File: src/rtl/uart_loader_pkg.sv
// Shared constants for the UART loader: bus encodings, loader command bytes
// and the RX deserializer state type.
package uart_loader_pkg;
  localparam int DATA_WIDTH     = 32;
  localparam int MEM_ADDR_WIDTH = 32;
  localparam int BYTE_SEL       = 4;

  localparam logic [BYTE_SEL-1:0] SL_WORD = 4'b1111;
  localparam logic [BYTE_SEL-1:0] SL_NONE = 4'b0000;
  localparam logic UNSIGNED     = 1'b1;
  localparam logic READ_DISABLE = 1'b0;

  localparam logic [7:0] LDR_CMD_WR   = 8'hA5;
  localparam logic [7:0] LDR_CMD_GO   = 8'h5A;
  localparam logic [7:0] LDR_CMD_HALT = 8'hC3;

  typedef enum logic [1:0] {
    RX_IDLE  = 2'd0,
    RX_START = 2'd1,
    RX_DATA  = 2'd2,
    RX_STOP  = 2'd3
  } rx_state_t;
endpackage

File: src/rtl/uart_rx_byte.sv
// 8N1 UART receiver: input synchronizer, bit timer and deserializer.
// Emits a one-cycle byte_vld with the byte, or a one-cycle frame_err on a bad stop bit.
module uart_rx_byte import uart_loader_pkg::*; #(
  parameter int CLK_DIV     = 434,
  parameter int SYNC_STAGES = 2
) (
  input  logic       clk,
  input  logic       rst,
  input  logic       rx_i,
  output logic       byte_vld,
  output logic [7:0] byte_data,
  output logic       frame_err,
  output rx_state_t  dbg_state
);
  localparam logic [15:0] BIT_END  = 16'(CLK_DIV - 1);
  localparam logic [15:0] HALF_END = 16'(CLK_DIV / 2 - 1);

  logic [SYNC_STAGES-1:0] sync_q;
  logic                   rx_s;
  logic                   rx_prev_q;
  rx_state_t              state_q, state_d;
  logic [15:0]            tmr_q, tmr_d;
  logic [2:0]             bit_q, bit_d;
  logic [7:0]             shift_q, shift_d;
  logic                   vld_d, ferr_d;

  assign rx_s      = sync_q[SYNC_STAGES-1];
  assign byte_data = shift_q;
  assign dbg_state = state_q;

  always_ff @(posedge clk or posedge rst) begin
    if (rst) begin
      sync_q    <= '1;
      rx_prev_q <= 1'b1;
      state_q   <= RX_IDLE;
      tmr_q     <= '0;
      bit_q     <= '0;
      shift_q   <= '0;
      byte_vld  <= 1'b0;
      frame_err <= 1'b0;
    end else begin
      sync_q    <= {sync_q[SYNC_STAGES-2:0], rx_i};
      rx_prev_q <= rx_s;
      state_q   <= state_d;
      tmr_q     <= tmr_d;
      bit_q     <= bit_d;
      shift_q   <= shift_d;
      byte_vld  <= vld_d;
      frame_err <= ferr_d;
    end
  end

  // Only a true high-to-low edge starts a byte, so a line held low after a
  // bad stop bit cannot retrigger the receiver.
  always_comb begin
    state_d = state_q;
    tmr_d   = tmr_q + 16'd1;
    bit_d   = bit_q;
    shift_d = shift_q;
    vld_d   = 1'b0;
    ferr_d  = 1'b0;
    case (state_q)
      RX_IDLE: begin
        tmr_d = '0;
        if (rx_prev_q && !rx_s) state_d = RX_START;
      end
      RX_START: begin
        if (tmr_q == HALF_END) begin
          tmr_d   = '0;
          bit_d   = '0;
          state_d = rx_s ? RX_IDLE : RX_DATA;
        end
      end
      RX_DATA: begin
        if (tmr_q == BIT_END) begin
          tmr_d   = '0;
          shift_d = {rx_s, shift_q[7:1]};
          bit_d   = bit_q + 3'd1;
          if (bit_q == 3'd7) state_d = RX_STOP;
        end
      end
      RX_STOP: begin
        if (tmr_q == BIT_END) begin
          tmr_d   = '0;
          state_d = RX_IDLE;
          vld_d   = rx_s;
          ferr_d  = !rx_s;
        end
      end
      default: state_d = RX_IDLE;
    endcase
  end
endmodule

File: src/rtl/uart_loader.sv
// UART program/data loader acting as bus master m1; holds the core in reset until GO.
// Define LOADER_CKSUM_EN to require a trailing 8-bit checksum byte on every write frame.
module uart_loader import uart_loader_pkg::*; #(
  parameter int CLK_DIV     = 434,
  parameter int SYNC_STAGES = 2
) (
  input  logic                      clk,
  input  logic                      rst,
  input  logic                      rx_i,
  output logic                      m1_un_sign_o,
  output logic [BYTE_SEL-1:0]       m1_byte_mask_o,
  output logic                      m1_re_o,
  output logic                      m1_we_o,
  output logic [MEM_ADDR_WIDTH-1:0] m1_addr_o,
  output logic [DATA_WIDTH-1:0]     m1_wdata_o,
  output logic                      core_hold_o,
  output logic                      busy_o,
  output logic                      err_o,
  output logic [4:0]                dbg_state
);
  typedef enum logic [2:0] {
    S_CMD  = 3'd0,
    S_ADDR = 3'd1,
    S_DATA = 3'd2,
    S_CK   = 3'd3,
    S_WR   = 3'd4,
    S_RUN  = 3'd5
  } state_t;

  state_t                      state_q, state_d;
  logic [1:0]                  cnt_q, cnt_d;
  logic [MEM_ADDR_WIDTH-1:0]   addr_q, addr_d;
  logic [DATA_WIDTH-1:0]       data_q, data_d;
  logic                        err_q, err_d;
  logic                        hold_q, hold_d;
  logic                        byte_vld, frame_err;
  logic [7:0]                  byte_data;
  rx_state_t                   rx_state;
`ifdef LOADER_CKSUM_EN
  logic [7:0]                  sum_q, sum_d;
`endif

  uart_rx_byte #(.CLK_DIV(CLK_DIV), .SYNC_STAGES(SYNC_STAGES)) u_rx (
    .clk       (clk),
    .rst       (rst),
    .rx_i      (rx_i),
    .byte_vld  (byte_vld),
    .byte_data (byte_data),
    .frame_err (frame_err),
    .dbg_state (rx_state)
  );

  always_ff @(posedge clk or posedge rst) begin
    if (rst) begin
      state_q <= S_CMD;
      cnt_q   <= '0;
      addr_q  <= '0;
      data_q  <= '0;
      err_q   <= 1'b0;
      hold_q  <= 1'b1;
`ifdef LOADER_CKSUM_EN
      sum_q   <= '0;
`endif
    end else begin
      state_q <= state_d;
      cnt_q   <= cnt_d;
      addr_q  <= addr_d;
      data_q  <= data_d;
      err_q   <= err_d;
      hold_q  <= hold_d;
`ifdef LOADER_CKSUM_EN
      sum_q   <= sum_d;
`endif
    end
  end

  always_comb begin
    state_d = state_q;
    cnt_d   = cnt_q;
    addr_d  = addr_q;
    data_d  = data_q;
    err_d   = err_q;
    hold_d  = hold_q;
`ifdef LOADER_CKSUM_EN
    sum_d   = sum_q;
`endif
    case (state_q)
      S_CMD: begin
        if (frame_err) begin
          err_d = 1'b1;
        end else if (byte_vld && byte_data == LDR_CMD_WR) begin
          err_d   = 1'b0;
          cnt_d   = '0;
          state_d = S_ADDR;
`ifdef LOADER_CKSUM_EN
          sum_d   = '0;
`endif
        end else if (byte_vld && byte_data == LDR_CMD_GO) begin
          err_d   = 1'b0;
          hold_d  = 1'b0;
          state_d = S_RUN;
        end
      end
      S_ADDR: begin
        if (frame_err) begin
          err_d   = 1'b1;
          state_d = S_CMD;
        end else if (byte_vld) begin
          addr_d[8*cnt_q +: 8] = byte_data;
          cnt_d = cnt_q + 2'd1;
`ifdef LOADER_CKSUM_EN
          sum_d = sum_q + byte_data;
`endif
          if (cnt_q == 2'd3) state_d = S_DATA;
        end
      end
      S_DATA: begin
        if (frame_err) begin
          err_d   = 1'b1;
          state_d = S_CMD;
        end else if (byte_vld) begin
          data_d[8*cnt_q +: 8] = byte_data;
          cnt_d = cnt_q + 2'd1;
`ifdef LOADER_CKSUM_EN
          sum_d = sum_q + byte_data;
          if (cnt_q == 2'd3) state_d = S_CK;
`else
          if (cnt_q == 2'd3) state_d = S_WR;
`endif
        end
      end
`ifdef LOADER_CKSUM_EN
      S_CK: begin
        if (frame_err) begin
          err_d   = 1'b1;
          state_d = S_CMD;
        end else if (byte_vld) begin
          if (byte_data == sum_q) begin
            state_d = S_WR;
          end else begin
            err_d   = 1'b1;
            state_d = S_CMD;
          end
        end
      end
`endif
      S_WR: begin
        // The strobe itself is decoded from this state; only the error is registered.
        state_d = S_CMD;
        if (addr_q[1:0] != 2'b00) err_d = 1'b1;
      end
      S_RUN: begin
        if (frame_err) begin
          err_d = 1'b1;
        end else if (byte_vld && byte_data == LDR_CMD_HALT) begin
          hold_d  = 1'b1;
          state_d = S_CMD;
        end
      end
      default: state_d = S_CMD;
    endcase
  end

  assign m1_we_o        = (state_q == S_WR) && (addr_q[1:0] == 2'b00);
  assign m1_byte_mask_o = m1_we_o ? SL_WORD : SL_NONE;
  assign m1_un_sign_o   = UNSIGNED;
  assign m1_re_o        = READ_DISABLE;
  assign m1_addr_o      = addr_q;
  assign m1_wdata_o     = data_q;
  assign core_hold_o    = hold_q;
  assign err_o          = err_q;
  assign busy_o         = (state_q != S_CMD) && (state_q != S_RUN);
  assign dbg_state      = {rx_state, state_q};
endmodule

File: config.mk
export PLATFORM = sky130hd
export DESIGN_NAME = uart_loader
export DESIGN_NICKNAME = d
export VERILOG_FILES = /design/src/rtl/uart_loader_pkg.sv /design/src/rtl/uart_rx_byte.sv /design/src/rtl/uart_loader.sv
export SDC_FILE = /design/constraint.sdc
export NUM_CORES = 1
export LEC_CHECK = 0
export ABC_AREA = 1
export CAP_MARGIN = 20
export CORE_ASPECT_RATIO = 1.75
export CORE_MARGIN = 5
export CORE_UTILIZATION = 54
export DETAILED_ROUTE_END_ITERATION = 8
export GPL_ROUTABILITY_DRIVEN = 0
export HOLD_SLACK_MARGIN = 0.02
export PLACE_DENSITY = 0.79
export SYNTH_ARGS = -nofsm -noshare
export SYNTH_HDL_FRONTEND = slang
export SYNTH_HIERARCHICAL = 1
export SYNTH_SLANG_ARGS = --single-unit
File: constraint.sdc
create_clock -name clk -period 2.94 [get_ports clk]
set_input_delay 0.588 -clock clk [delete_from_list [all_inputs] [get_ports clk]]
set_output_delay 0.588 -clock clk [all_outputs]
set_load 0.05 [all_outputs]
==> impl_metrics.yaml <==
run_status:
  outcome: "finished clean"
synthesis:
  netlist_instances: 623
  synth_area_um2: 5180
  synth_warnings: 6
  yosys.area_share.adder_pct: 2.41
  synth_compound_area_share_pct: 7.84
  syn_area_per_cell_um2: 8.32
  synthSimpleGateAreaFrac_pct: 30.1
  syn_nets: 636
  yosys.area_share.xor_xnor_pct: 1.18
  synth.distinct_cells: 40
  ys_seq_area_share_pct: 50.8
  synth_top_family_by_area: "simple AND/OR/NAND/NOR gates"
  muxShareOfSynthArea_pct: 1.74
  ys_seq_elements: 105
layout:
  area_growth_pct: 22.9
  drive_gt1_share_pct: 11.4
  final_nets: 712
  stdcell_area_um2: 6370
  final_core_util_pct: 67.8
  antennaDiodeCount: 0
cts:
  postCtsSetupBuffers: 0
  path_clk_slew_ns: 0.07
  cts_tree: "yes"
  clock-sinks: 105
  clk_latency_ns: 0.35
  cts_buffer_depth: 2
  h-tree-depth: 3
  cts_buffers: 9
  root_buffer: "clkbuf_16"
pwr:
  p_switching_uw: 892
  p_int_uw: 2270
  p_clk_share_pct: 38.4
  ir_drop_uv: 537
  powerDensity_nw_per_um2: 496
  p_seq_share_pct: 48.8
  pwr-share-comb_pct: 12.8
  p_sw_share_pct: 28.2
  power_leakage_uw: 0.00320
global_routing:
  grt_pass1_wl_um: 20700
  antenna_found_initial: 0
  grt_max_degree: 48
  grtUsageTotal_pct: 22.0
  grt_overflow: 0
  grt_pass1_vias: 4230
setup_path:
  crit_path_start_kind: "flop"
  cpMostUsedCell: "inv_1"
  r2r_setup_slack_ns: 0.70
  cp-end-kind: "primary output"
  regToRegEndpoint: "m1_addr_o[0]$_DFFE_PP0P_"
  crit_buf_inv: 3
  crit_required_ns: 2.35
  cpMaxStageDelayCell: "clkdlybuf4s50_1"
  cp_max_fo: 7
  crit_arrival_ns: 2.18
  crit_type: "flop to primary output"
  slowest_delay_ns: 0.82
  worstPathCellList: "inv_1 -> nand2_1 -> nor2_1 -> nand3_1 -> inv_1 -> clkdlybuf4s50_1"
  rr_worst_depth: 7
  crit_family: "buffers and inverters"
  r2r-start: "cnt_q[0]$_DFFE_PP0P_"
floorplanning:
  fp.dieH_um: 140
  die_area_um2: 11700
  die_x_um: 84.1
  start_util_pct: 55.1
  rows: 47
  core-area_um2: 9410
  io_pins: 82
sta:
  finalMaxSlewViolations: 0
  post-route-min-period_ns: 2.77
  tns_ns: 0
  worstMarginPinSlew_ns: 0.548
  timing.hold.ws_ns: 0.359
  finClkSkew_ns: 0.00654
  slew-limit-headroom_pct: 63.4
  period_share_pct: 94.2
  timing.fmax_mhz: 361
  setup_viol: 0
  fin_ws_ns: 0.170
  grt_setup_unrepaired: "false"
  hold_viol_final: 0
placed_design:
  io_buffer_count: 79
  placed_cell_area_um2: 6060
  hpwl_um: 9620
  place_ws_ns: 0.504
routing:
  finalWirelength_um: 12700
  avgViaCountPerCell: 5.33
  drc_errors: 0
  wl_per_cell_um: 15.4
  vias: 4403
  ant_nets: 0
  initialDrtViolationCount: 332
  drt_pass1_iterations: 4
worst_hold_path:
  hold_class: "flop to flop"
  hold_path_depth: 0
  hold_end: "u_rx/sync_q[1]$_DFF_PP1_"
  min_from: "u_rx/sync_q[0]$_DFF_PP1_"
run:
  maxCapViolCount: 0
[worst register-to-register path, delay by kind of cell, from the launching register on]
| kind | cells | cell delay (ns) |
|---|---|---|
| AOI/OAI and AO/OA | 1 | 0.10 |
| and+or+nand+nor | 3 | 0.53 |
| DFF | 1 | 0.67 |
| adders and majority gates | 1 | 0.45 |
| buffers and inverters | 2 | 0.41 |
[repair_timing]
action,4_1_cts,5_1_grt
endpoints found under the setup margin,0,5
resized for setup,0,4
hold buffers,0,0
[layout by cell type (no fill, tap or decap), types with 7 or more instances in the layout]
master           instances
ha_1                    10
inv_2                   12
nor2_4                   7
clkbuf_16                9
nand3_1                 25
dfrtp_1                101
nand4_1                 10
nor2_1                  59
inv_1                   41
nor2_2                  11
nor3_1                  16
o21ai_0                 52
a21oi_1                  8
clkdlybuf4s50_1         75
nand2_1                202
mux2_2                   8
[power by group through the flow]
stage	Clock [uW]	Combinational [uW]	Sequential [uW]
2_1_floorplan	0	285	1600
3_3_place_gp	0	396	1570
3_5_place_dp	0	409	1570
4_1_cts	1240	411	1540
5_1_grt	1300	456	1550
6_report	1210	405	1540
[routing by layer]
layer  vias up  wire length (um)  track usage (%)
met5         -                 0                0
met4         0               468             10.6
met3        32               492             3.73
met2       126              7050             40.8
met1      2119              4700             23.9
li1       2126                 -                -
[worst max path at each step]
stage	slack, ns	startpoint	depth (start not counted)	endpoint
3_5_place_dp	0.50	state_q[0]$_DFFE_PP0P_	6	m1_byte_mask_o[1]
2_1_floorplan	0.56	rst	1	cnt_q[0]$_DFFE_PP0P_
4_1_cts	0.12	state_q[0]$_DFFE_PP0P_	6	m1_byte_mask_o[1]
3_3_place_gp	0.59	state_q[0]$_DFFE_PP0P_	6	m1_byte_mask_o[0]
5_1_grt	0.01	state_q[0]$_DFFE_PP0P_	6	m1_byte_mask_o[0]
6_report	0.17	state_q[0]$_DFFE_PP0P_	6	m1_byte_mask_o[0]
[Yosys cell counts]
master    number  area [um^2]
nand2_1      202          758
dfrtp_1      101         2530
nor2_1        59          221
o21ai_0       52          260
inv_1         42          158
nand3_1       25          125
nor3_1        16         80.1
inv_2         11         41.3
nor2_2        11         68.8
ha_1          10          125
nand4_1       10         62.6
a21oi_1        8         40.0
mux2_2         8         90.1
nor2_4         7         78.8
buf_4          6         45.0
nand2_2        6         37.5
clkbuf_1       5         18.8
o21ai_1        5         25.0
xor2_1         5         43.8
dfstp_2        4          105
clkbuf_2       3         15.0
o21ai_2        3         26.3
conb_1         2         7.51
nand2_4        2         22.5
nand3_2        2         20.0
nor3_2         2         20.0
nor3_4         2         32.5
xnor2_1        2         17.5
a211oi_1       1         7.51
a21boi_0       1         7.51
a31oi_1        1         6.26
and2_1         1         6.26
buf_2          1         5.00
buf_6          1         11.3
inv_4          1         6.26
nor2_8         1         20.0
nor3b_1        1         7.51
o211a_1        1         10.0
o211ai_1       1         7.51
o21ai_4        1         16.3
[logic make-up (layout without fill, tap and decap cells)]
| kind of cell | count (synthesis) | in the layout |
|---|---|---|
| adders and majority gates | 10 | 10 |
| xor gates and xnor gates | 7 | 7 |
| muxes | 8 | 8 |
| DFF | 105 | 105 |
| AOI/OAI and AO/OA | 74 | 74 |
| and+or+nand+nor | 347 | 347 |
| buffers and inverters | 70 | 151 |
| other | 2 | 2 |
[layout make-up]
type	count	area (um^2)
Clock inverter	7	78.8
Clock buffer	9	225
Tap cell	122	153
Timing Repair Buffer	81	828
Fill cell	789	3030
Sequential cell	105	2630
Inverter	54	205
Multi-Input combinational cell	448	2250
[registers in the layout, summed over array words and instances, names as in the netlist, named ones only]
signal,cells
u_rx/sync_q,2
u_rx/frame_err,1
u_rx/byte_data,8
state_q,3
m1_wdata_o,32
u_rx/byte_vld,1
u_rx/bit_q,3
core_hold_o,1
u_rx/tmr_q,16
u_rx/dbg_state,1
u_rx/rx_prev_q,1
m1_addr_o,32
cnt_q,2
err_o,1
[stage by stage]
step / power [uW] / std cells
after detailed placement: 1980 / 810
final: 3160 / 826
after floorplan: 1890 / 623
after global placement: 1960 / 810
after global routing: 3310 / 826
after CTS: 3190 / 826
No activity file was read; power rests on OpenSTA's default activity.
==> variant 1: new RTL, config.mk and constraints unchanged <==
`SYNC_STAGES` is set to 2 in 2 places; all go to 4.
--- a/src/rtl/uart_rx_byte.sv
+++ b/src/rtl/uart_rx_byte.sv
@@ -2,7 +2,7 @@
 // Emits a one-cycle byte_vld with the byte, or a one-cycle frame_err on a bad stop bit.
 module uart_rx_byte import uart_loader_pkg::*; #(
   parameter int CLK_DIV     = 434,
-  parameter int SYNC_STAGES = 2
+  parameter int SYNC_STAGES = 4
 ) (
   input  logic       clk,
   input  logic       rst,
--- a/src/rtl/uart_loader.sv
+++ b/src/rtl/uart_loader.sv
@@ -2,7 +2,7 @@
 // Define LOADER_CKSUM_EN to require a trailing 8-bit checksum byte on every write frame.
 module uart_loader import uart_loader_pkg::*; #(
   parameter int CLK_DIV     = 434,
-  parameter int SYNC_STAGES = 2
+  parameter int SYNC_STAGES = 4
 ) (
   input  logic                      clk,
   input  logic                      rst,
Function: changed (a bounded check fails within 4 cycles, from zero or initial values and one cycle with rst high).
==> variant 1 against the original RTL <==
Non-clock buffer count unchanged; clock skew barely moved; via count up 2.4%; wire length up 0.75%; final area grew 0.16%; setup slack worse by 0.024 ns; synthesized area is 0.82% higher; first-iteration DRC count fell by 6.6%; sequential share of layout area grew 0.76 points; clock power fell by 7%; power shrank 3.5%; sequential cell count rose by 2; core utilization down 0.32 points; highest routed layer unchanged.
==> variant 1: results (changes against the original RTL) <==
Outcome: finished clean
CTS H-tree lvls: 3 (unchanged)
Post-Route WL: 12.80 mm (+0.75%)
Vias: 4509 (+2.4%)
Syn_nets: 639 (+0.47%)
Clk_lat worst skew: 0.35 ns (about the same)
Lkg Pwr: 3.188 nW (-0.42%)
Actual slew at the worst max-slew pin: 0.5583 ns (+0.01055 ns)
Compound-Gate Fraction of Synth Area: 7.755% (-0.088 points)
CP delay by family, top: buffers and inverters
Inserted Clock Buffers: 9 (unchanged)
Adder-Cell Fraction of Synth Area: 2.393% (-0.020 points)
Worst IR Drop VDD: 0.5247 mV (-2.4%)
Global-route wire length before repair: 21.31 mm (+2.9%)
Post-synth ARST share: 100.0% (unchanged)
1st-pass router iterations: 5 (+1)
CP Max Fanout: 7 (unchanged)
Top-count cell post-synth: nand2_1
Ant. Diodes: 0 (unchanged)
Tot GR Track Use: 22.59% (+0.54 points)
Port bufs: 79 (unchanged)
Share of layout cells above drive strength 1: 11.47% (+0.11 points)
Hpwl dp: 9.767 mm (+1.5%)
Max Cap Viol: 0 (unchanged)
Post-synthesis mux area share: 1.723% (-0.014 points)
Initial drt markers: 310 (-6.6%)
Min-Delay Path Class: reg -> reg
Count of cell types in the netlist: 40 (unchanged)
Largest net degree at the start of global routing: 72 (+50%)
Mean Syn Cell Area: 8.351 µm² (+0.34%)
Post-DP Area: 6092 µm² (+0.52%)
Place WS: 0.4483 ns (-0.05598 ns)
Warnings, synthesis: 6 (unchanged)
Clock skew: 0.006192 ns (-0.0003443 ns)
CTS Root Cell: clkbuf_16
Synth top cells by count: nand2_1 (201), dfrtp_1 (101), nor2_1 (60)
XOR/XNOR Fraction of Synth Area: 1.173% (-0.0096 points)
Placed cells: 812 (+0.25%)
Clock buffer depth: 2 (unchanged)
Final std cells w/o fill: 828 (+0.24%)
CP arrival: 2.21 ns (+0.03 ns)
Largest cells by area after synthesis: dfrtp_1 (48%), nand2_1 (14%), o21ai_0 (5.0%), nor2_1 (4.3%), inv_1 (3.1%)
Final-layout fill cell count: 746 (-5.4%)
Post-layout nets: 714 (+0.28%)
Sequential area share after synthesis: 51.36% (+0.59 points)
Register area: 2685 µm² (+2.0%)
CTS clk-pin slew, worst paths: 0.07 ns (about the same)
Main synth FF type: dfrtp_1
Max incr delay on CP: 0.72 ns (-0.10 ns)
Antenna violations before repair: 0 (unchanged)
variant 1: final timing paths:
check,slack (ns),from,end,depth (start not counted)
worst max-delay path,0.15,state_q[0]$_DFFE_PP0P_,busy_o,5
worst min-delay path,0.36,u_rx/sync_q[1]$_DFF_PP1_,u_rx/sync_q[2]$_DFF_PP1_,0
worst max register to register,0.75,cnt_q[0]$_DFFE_PP0P_,m1_addr_o[4]$_DFFE_PP0P_,7
worst min register to register,0.36,u_rx/sync_q[1]$_DFF_PP1_,u_rx/sync_q[2]$_DFF_PP1_,0
max in group asynchronous,1.88,rst,u_rx/rx_prev_q$_DFF_PP1_,3
min in group asynchronous,0.65,rst,m1_addr_o[20]$_DFFE_PP0P_,3
variant 1: metal layers:
| layer | global-route usage [%] | share of wire (%) | routed length, µm |
|---|---|---|---|
| met5 | 0 | 0 | 0 |
| met4 | 16.18 | 5.7 | 726 |
| met3 | 3.819 | 4.8 | 611 |
| met2 | 41.09 | 55 | 7056 |
| met1 | 22.75 | 34 | 4402 |
variant 1: repair_timing:
item,CTS,global route
resized for setup,0,5
hold buffers,0,0
buffers inserted,0,0
endpoints found under the hold margin,0,0
endpoints found under the setup margin,0,5
variant 1: cell type report:
cell class | instances | share of cell area [%]
Timing Repair Buffer | 81 | 13.01
Inverter | 54 | 3.214
Multi-Input combinational cell | 448 | 34.94
Clock inverter | 7 | 0.8622
Tap cell | 122 | 2.391
Sequential cell | 107 | 42.05
Clock buffer | 9 | 3.527
variant 1: power by group:
group / internal [W] / total (W) / switching (W) / leakage, nW
Clock: 0.000578 / 0.00112 / 0.000538 / 0.132
Sequential: 0.00151 / 0.00156 / 0.0000523 / 1.47
Combinational: 0.000108 / 0.000374 / 0.000266 / 1.59
Total: 0.00219 / 0.00305 / 0.000857 / 3.19
==> variant 2: new RTL, same settings <==
Without the edit above. Register the input `rx_i` before use, cleared by the reset. The logic sees it one clock later.
--- a/src/rtl/uart_loader.sv
+++ b/src/rtl/uart_loader.sv
@@ -27,6 +27,16 @@
     S_RUN  = 3'd5
   } state_t;
 
+  logic rx_q;
+
+  always_ff @(posedge clk or posedge rst) begin
+    if (rst) begin
+      rx_q <= '0;
+    end else begin
+      rx_q <= rx_i;
+    end
+  end
+
   state_t                      state_q, state_d;
   logic [1:0]                  cnt_q, cnt_d;
   logic [MEM_ADDR_WIDTH-1:0]   addr_q, addr_d;
@@ -43,7 +53,7 @@
   uart_rx_byte #(.CLK_DIV(CLK_DIV), .SYNC_STAGES(SYNC_STAGES)) u_rx (
     .clk       (clk),
     .rst       (rst),
-    .rx_i      (rx_i),
+    .rx_i      (rx_q),
     .byte_vld  (byte_vld),
     .byte_data (byte_data),
     .frame_err (frame_err),
Behaviour: not the same (a bounded check fails within 4 cycles, from zero or initial values and one cycle with rst high).
==> variant 2 against the original RTL <==
Combinational power is 1% higher; sequential cell count is 1 higher; setup slack worse by 0.010 ns; power is 2.6% lower; synthesized area is 0.58% higher; wire length is 2.3% lower; cell count is 1.9% higher; clock power is 7% lower; first-iteration DRC count is 23% lower; count of clock-buffer cells in the layout is 2 higher; global-route usage is 0.29 points lower; final area hardly changed; largest cell class unchanged.
==> variant 2: results (changes against the original RTL) <==
Ant. Diodes: 0 (unchanged)
Final std cells w/o fill: 842 (+1.9%)
Worst path slowest cell: clkdlybuf4s50_1
Hold path start: rx_q$_DFF_PP0_
Tot GR Track Use: 21.76% (-0.29 points)
Antenna violations before repair: 0 (unchanged)
Worst Hold Path EP: u_rx/sync_q[0]$_DFF_PP1_
CTS H-tree lvls: 3 (unchanged)
F_max: 359.7 MHz (-0.37%)
Port bufs: 79 (unchanged)
CP Max Fanout: 5 (-2)
Critical R2R Capture: m1_addr_o[5]$_DFFE_PP0P_
Clock buffer depth: 2 (unchanged)
Warnings, synthesis: 6 (unchanged)
Actual slew at the worst max-slew pin: 0.5381 ns (-0.009610 ns)
Min-Delay Path Class: reg -> reg
Reg2reg setup slack: 1.10 ns (+0.40 ns)
Hpwl dp: 9.547 mm (-0.77%)
Outcome: finished clean
Worst r2r src: cnt_q[1]$_DFFE_PP0P_
Synth top cells by count: nand2_1 (218), dfrtp_1 (102), nor2_1 (59), o21ai_0 (59), inv_1 (41)
Largest net degree at the start of global routing: 73 (+52%)
Lkg Pwr: 3.157 nW (-1.4%)
Post-DP Area: 6086 µm² (+0.41%)
CP delay by family, top: buffers and inverters
Share of layout cells above drive strength 1: 9.722% (-1.6 points)
Sequential area share after synthesis: 50.96% (+0.19 points)
Worst Hold Margin: 0.3614 ns (+0.002565 ns)
CTS Root Cell: clkbuf_16
Largest cells by area after synthesis: dfrtp_1 (49%), nand2_1 (16%), o21ai_0 (5.7%), nor2_1 (4.2%), inv_1 (3.0%)
CP arrival: 2.19 ns
Worst Setup EP: m1_byte_mask_o[3]
Post-layout nets: 728 (+2.2%)
Clk_lat worst skew: 0.35 ns (about the same)
Final-layout fill cell count: 782 (-0.89%)
Place WS: 0.5014 ns (-0.002879 ns)
Global-route wire length before repair: 20.66 mm (-0.30%)
Inserted Clock Buffers: 9 (unchanged)
Routed WL per cell: 14.74 µm (-4.2%)
Syn_nets: 653 (+2.7%)
Sw Share: 28.06% (-0.16 points)
Synth Instances: 640 (+2.7%)
Placed cells: 826 (+2.0%)
Via/cell ratio: 5.267 (-1.2%)
Clock skew: 0.007691 ns (+0.001155 ns)
Initial drt markers: 255 (-23%)
Drc violations: 0 (unchanged)
1st-pass router iterations: 5 (+1)
CTS clk-pin slew, worst paths: 0.06 ns
Count of cell types in the netlist: 38 (-5.0%)
CP startpoint: state_q[0]$_DFFE_PP0P_
Vias in the first global route: 4351 (+2.9%)
Worst IR Drop VDD: 0.4751 mV (-12%)
Final instance area: 6371 µm² (about the same)
variant 2: cell count changes after synthesis, moves of 2 or more:
cell     change
inv_2        -2
mux2_2       -8
a21oi_1      +2
nand2_1     +16
o21ai_0      +7
nand3_1      +3
nand4_1      -2
variant 2: power groups by stage:
stage / sequential (W) / clock [W] / combinational [W]
2_1_floorplan: 0.00161 / 0 / 0.000281
3_3_place_gp: 0.00158 / 0 / 0.000394
3_5_place_dp: 0.00158 / 0 / 0.000415
4_1_cts: 0.00155 / 0.00114 / 0.000414
5_1_grt: 0.00156 / 0.00120 / 0.000451
6_report: 0.00155 / 0.00112 / 0.000409
variant 2: cells by family after synthesis:
| logic type | count (synthesis) | synth area share, % |
|---|---|---|
| AO/OA/AOI/OAI | 82 | 8.518 |
| XOR/XNOR | 7 | 1.176 |
| other | 2 | 0.1440 |
| adder cells (fa/ha/maj) | 10 | 2.399 |
| buffers and inverters | 69 | 5.782 |
| AND/OR/NAND/NOR | 364 | 31.02 |
| flip-flops | 106 | 50.96 |
variant 2: routing by layer:
| layer | global-route usage, % | part of all wire [%] |
|---|---|---|
| met2 | 41.47 | 57 |
| met4 | 10.25 | 2.9 |
| met3 | 2.233 | 3.8 |
| met5 | 0 | 0 |
| met1 | 23.52 | 36 |
variant 2: timing repair:
item / CTS / global route
hold buffers: 0 / 0
setup endpoints to repair: 0 / 1
setup buffers: 0 / 0
gates resized for setup: 0 / 1
variant 2: area by class of cell:
type,instances,share of cell area [%]
Multi-Input combinational cell,465,35.41
Tap cell,122,2.396
Inverter,51,3.044
Sequential cell,106,41.71
Timing Repair Buffer,82,13.00
Clock buffer,11,3.810
Clock inverter,5,0.6284
